## config.mk

```make
export PLATFORM = sky130hd
export DESIGN_NAME = dmem_arbiter
export DESIGN_NICKNAME = d
export VERILOG_FILES = /design/src/rtl/dmem_arbiter.sv
export SDC_FILE = /design/constraint.sdc
export NUM_CORES = 1
export LEC_CHECK = 0
export CAP_MARGIN = 15
export CELL_PAD_IN_SITES_DETAIL_PLACEMENT = 2
export CELL_PAD_IN_SITES_GLOBAL_PLACEMENT = 2
export CORE_MARGIN = 2
export CORE_UTILIZATION = 17
export DETAILED_ROUTE_END_ITERATION = 8
export GPL_ROUTABILITY_DRIVEN = 0
export PLACE_DENSITY = 0.79
export SLEW_MARGIN = 10
export SYNTH_ARGS = -nofsm -noshare
export SYNTH_HDL_FRONTEND = slang
export SYNTH_SLANG_ARGS = --single-unit
```

## constraint.sdc

```tcl
create_clock -name clk -period 2.3 [get_ports clk]
set_input_delay 0.46 -clock clk [delete_from_list [all_inputs] [get_ports clk]]
set_output_delay 0.46 -clock clk [all_outputs]
set_load 0.05 [all_outputs]
```

## src/rtl/dmem_arbiter.sv

```systemverilog
// Two-port data-memory arbiter: CPU (p0) has priority, with a hold limit that guarantees p1 progress.
// Optional out-of-range checking is enabled by defining DMEM_ARB_RANGE_EN.
module dmem_arbiter #(
  parameter int unsigned MAX_HOLD = 4
) (
  input  logic        clk,
  input  logic        rst_n,
  input  logic        p0_req,
  input  logic        p0_we,
  input  logic [31:0] p0_addr,
  input  logic [31:0] p0_wdata,
  input  logic [3:0]  p0_be,
  output logic        p0_gnt,
  output logic        p0_rvalid,
  output logic [31:0] p0_rdata,
  input  logic        p1_req,
  input  logic        p1_we,
  input  logic [31:0] p1_addr,
  input  logic [31:0] p1_wdata,
  input  logic [3:0]  p1_be,
  output logic        p1_gnt,
  output logic        p1_rvalid,
  output logic [31:0] p1_rdata,
  output logic [31:0] m_daddr,
  output logic [31:0] m_dwdata,
  output logic [3:0]  m_dwe,
  input  logic [31:0] m_drdata,
  output logic        err
);

  localparam logic [1:0] OWNER_NONE = 2'd0;
  localparam logic [1:0] OWNER_P0   = 2'd1;
  localparam logic [1:0] OWNER_P1   = 2'd2;
  localparam logic [3:0] HOLD_LIMIT = 4'(MAX_HOLD);

  logic [3:0]  hold_cnt_q, hold_cnt_d;
  logic [1:0]  last_owner_q, last_owner_d;
  logic        p0_rvalid_q, p1_rvalid_q;
  logic [31:0] p0_rdata_q, p1_rdata_q;
  logic        force_p1;
  logic        gnt0, gnt1;
  logic        oor0, oor1;
  logic        sel_oor;
  logic        rd0, rd1;

`ifdef DMEM_ARB_RANGE_EN
  // Only the low 16 KiB of the address space is backed by memory.
  assign oor0 = |p0_addr[31:14];
  assign oor1 = |p1_addr[31:14];
`else
  assign oor0 = 1'b0;
  assign oor1 = 1'b0;
`endif

  // p1 has waited through MAX_HOLD consecutive p0 grants: it wins this cycle.
  assign force_p1 = p1_req && (hold_cnt_q == HOLD_LIMIT);

  always_comb begin
    gnt0 = rst_n && p0_req && !force_p1;
    gnt1 = rst_n && p1_req && !gnt0;
  end

  assign p0_gnt = gnt0;
  assign p1_gnt = gnt1;
  assign rd0    = gnt0 && !p0_we;
  assign rd1    = gnt1 && !p1_we;

  always_comb begin
    m_daddr  = '0;
    m_dwdata = '0;
    m_dwe    = '0;
    sel_oor  = 1'b0;
    if (gnt0) begin
      m_daddr  = p0_addr;
      m_dwdata = p0_wdata;
      m_dwe    = p0_we ? p0_be : 4'b0000;
      sel_oor  = oor0;
    end else if (gnt1) begin
      m_daddr  = p1_addr;
      m_dwdata = p1_wdata;
      m_dwe    = p1_we ? p1_be : 4'b0000;
      sel_oor  = oor1;
    end
    if (sel_oor) begin
      m_dwe = 4'b0000;
    end
  end

  always_comb begin
    hold_cnt_d = hold_cnt_q;
    if (!p1_req || gnt1) begin
      hold_cnt_d = '0;
    end else if (gnt0) begin
      hold_cnt_d = hold_cnt_q + 4'd1;
    end
  end

  always_comb begin
    last_owner_d = OWNER_NONE;
    if (gnt0) begin
      last_owner_d = OWNER_P0;
    end else if (gnt1) begin
      last_owner_d = OWNER_P1;
    end
  end

  always_ff @(posedge clk or negedge rst_n) begin
    if (!rst_n) begin
      hold_cnt_q   <= '0;
      last_owner_q <= OWNER_NONE;
      p0_rvalid_q  <= 1'b0;
      p1_rvalid_q  <= 1'b0;
      p0_rdata_q   <= '0;
      p1_rdata_q   <= '0;
    end else begin
      hold_cnt_q   <= hold_cnt_d;
      last_owner_q <= last_owner_d;
      p0_rvalid_q  <= rd0;
      p1_rvalid_q  <= rd1;
      if (rd0) begin
        p0_rdata_q <= oor0 ? 32'h0 : m_drdata;
      end
      if (rd1) begin
        p1_rdata_q <= oor1 ? 32'h0 : m_drdata;
      end
    end
  end

  assign p0_rvalid = p0_rvalid_q;
  assign p1_rvalid = p1_rvalid_q;
  assign p0_rdata  = p0_rdata_q;
  assign p1_rdata  = p1_rdata_q;

`ifdef DMEM_ARB_RANGE_EN
  logic err_q;

  always_ff @(posedge clk or negedge rst_n) begin
    if (!rst_n) begin
      err_q <= 1'b0;
    end else begin
      err_q <= (gnt0 && oor0) || (gnt1 && oor1);
    end
  end

  assign err = err_q;
`else
  assign err = 1'b0;
`endif

  a_one_grant : assert property (@(posedge clk) !(gnt0 && gnt1));
  a_owner_legal : assert property (@(posedge clk) disable iff (!rst_n) last_owner_q != 2'd3);

endmodule

```

==> impl_metrics.tcl <==
set metrics [dict create \
    status "complete, but fails checks" \
    violations "negative setup slack" \
    synth_top_area_share_pct 50.5 \
    root_buffer "clkbuf_16" \
    syn_inst 257 \
    synthTopCellsByArea "dfrtp_1 51%, a22o_1 16%, mux2_1 11%" \
    cts_buffer_depth 2 \
    grt_max_degree 75 \
    synth_warnings 0 \
    synth.distinct_cells 31 \
    ant_nets 0 \
    die_w_microns 147 \
    min_path_type "in2async" \
    portBuffers 309 \
    wl_per_cell_microns 25.5 \
    p_per_area_nw_per_um2 664 \
    viasPerCell 4.37 \
    criticalPathCategory "reg2out" \
    fmax_mhz 401 \
    syn_avg_cell_area_sq_um 13.5 \
    vias 3820 \
    drv_slew 0 \
    start_kind "register" \
    ys_seq_area_share_pct 50.5 \
    numCtsBuffers 9 \
    nNetsFinal 770 \
    stdcell_area_sq_um 8950 \
    wl_microns 22300 \
    synthToLayoutAreaGrowth_pct 158 \
    pin_count 311 \
    r2r_start "hold_cnt_q[0]$_DFFE_PN0P_" \
    drc 0 \
    dieArea_sq_um 21500 \
    whs_ns 0.391 \
    cp_max_fo 14 \
    tns_ns -11.42 \
    setup_violations 69 \
    clock-sinks 70 \
    fin_crit_ns 2.49 \
    slew_headroom_pct 36.3 \
    seqCellArea_sq_um 1750 \
    dr.first_iter.drc_count 90 \
    first_pass_iters 4 \
    fp.dieH_microns 147 \
    fillers 1903 \
    ys_ff_latch 70 \
    syn_nets 433 \
    start_util_pct 17.2 \
    grt_pass1_vias 4427 \
    cts_tree "built" \
    crit_required_ns 1.84 \
    layout-drive-gt1-share_pct 38.2 \
    coreArea_sq_um 20100 \
    setup_ws_ns -0.191 \
    multiInputGateArea_sq_um 2140 \
    clk_latency_ns 0.34 \
    rsz0062_at_grt "true" \
    power_mw 5.94 \
    worst_pin_slew_ns 0.955 \
    dp_hpwl_microns 15700 \
    h-tree-depth 3 \
    finalCritPeriodShare_pct 108 \
    synth_top_cell_by_area "dfrtp_1" \
    antenna_found_initial 6 \
    p_leak_nw 3.75 \
    hold_viol 0 \
    grtUsageTotal_pct 19.8 \
    final_util_pct 44.5 \
    maxCapViolations 0 \
    netlist_area_sq_um 3470 \
    vdd_drop_max_v 0.000507 \
    cp.arrival_ns 2.03 \
    endpoint_kind "output pin" \
    grt_first_pass_wirelength_microns 31300 \
    cts.clk_slew.worst_paths_ns 0.06 \
    placed_cell_area_sq_um 7720 \
    grt_overflow_total 0 \
    skew_ns 0.00700 \
    placementRows 52 \
    setup.worst_path.start "hold_cnt_q[0]$_DFFE_PN0P_" \
]
[flip-flops by register name (all words and copies together) (netlist names)]
| register | count |
|---|---|
| p1_rvalid | 1 |
| hold_cnt_q | 4 |
| p1_rdata | 32 |
| p0_rdata | 32 |
| p0_rvalid | 1 |
[layout make-up]
| cell class | instances | share of cell area (%) |
|---|---|---|
| Antenna cell | 5 | 0.140 |
| Sequential cell | 70 | 19.6 |
| Tap cell | 270 | 3.78 |
| Timing Repair Buffer | 348 | 49.1 |
| Clock inverter | 4 | 0.503 |
| Clock buffer | 12 | 2.87 |
| Multi-Input combinational cell | 162 | 23.9 |
| Inverter | 3 | 0.126 |
[Yosys cell counts]
cell type,number
nand3b_1,2
a22o_1,64
a221o_1,1
nor2b_1,3
nand2_1,2
a211oi_1,1
ha_1,2
o32a_1,1
o21a_1,2
a21oi_2,1
nor3b_1,1
buf_2,10
nor3_1,1
and3_1,1
and4b_1,1
nand2b_1,1
nor2_2,1
mux2_1,34
nor3_4,1
conb_1,1
buf_6,6
clkbuf_1,5
nor2_1,1
and2_1,4
inv_1,3
mux2_2,30
dfrtp_1,70
a211oi_4,1
buf_4,1
a32o_1,4
nor4bb_1,1
[report_power, final]
group / leakage (nW) / switching (mW) / internal [mW]
Clock: 0.152 / 0.519 / 0.893
Combinational: 2.75 / 1.66 / 1.28
Sequential: 0.845 / 0.127 / 1.47
Total: 3.75 / 2.31 / 3.64
[layer usage]
metal | global-route usage (%) | part of all wire (%) | vias to the layer above
li1 | - | - | 1670
met1 | 20.2 | 35 | 1922
met2 | 37.1 | 55 | 193
met3 | 6.18 | 6.9 | 33
met4 | 8.35 | 3.3 | 2
met5 | 0 | 0.058 | -
[path summary, 6_finish.rpt]
kind,to,slack (ns),cells past startpoint
worst min-delay path,hold_cnt_q[1]$_DFFE_PN0P_,0.39,2
worst max-delay path,m_daddr[20],-0.19,8
min in group clk,p0_rdata[17]$_DFFE_PN0P_,0.48,1
worst max register to register,p0_rdata[24]$_DFFE_PN0P_,0.12,9
max in group asynchronous,p0_rdata[17]$_DFFE_PN0P_,1.28,2
worst min register to register,p0_rdata[17]$_DFFE_PN0P_,0.48,1
[stage by stage]
step / setup slack, ns / cells
6_report: -0.191 / 874
5_1_grt: -0.261 / 874
4_1_cts: -0.210 / 864
3_5_place_dp: -0.229 / 832
3_3_place_gp: -0.152 / 832
2_1_floorplan: -0.102 / 257
[cell families after synthesis]
kind of cell             count (synthesis)  share of synthesized area, %
flip-flops                              70                          50.5
AND/OR/NAND/NOR                         20                          3.97
adder cells (fa/ha/maj)                  2                         0.722
buffers and inverters                   25                          4.48
multiplexers                            64                          20.8
other                                    1                         0.108
AO/OA/AOI/OAI                           75                          19.4
[layout by cell type (no fill, tap or decap), drive strengths merged, types with 3 or more instances in the layout]
cell,n
clkbuf,14
a22o,64
mux2,64
diode,5
buf,107
clkdlybuf4s50,237
clkinv,3
and2,4
nor2b,3
inv,3
a32o,4
dfrtp,70
[critical path, stage by stage, from the launching register on]
cell and delay (ns):
dfrtp_1 0.40, inv_2 0.09, ha_4 0.14, and4b_2 0.27
nor2_4 0.05, buf_12 0.15, buf_12 0.15, a22o_4 0.28
buf_12 0.15
[timing repair]
| item | in CTS | in global routing |
|---|---|---|
| gates resized for setup | 57 | 30 |
| gates cloned | 6 | 3 |
| setup endpoints to repair | 69 | 70 |
| endpoints found under the hold margin | 1 | 0 |
| setup buffers | 9 | 2 |
| pin swaps | 33 | 8 |
| hold buffers | 1 | 0 |
(Power assumes the default switching activity.)
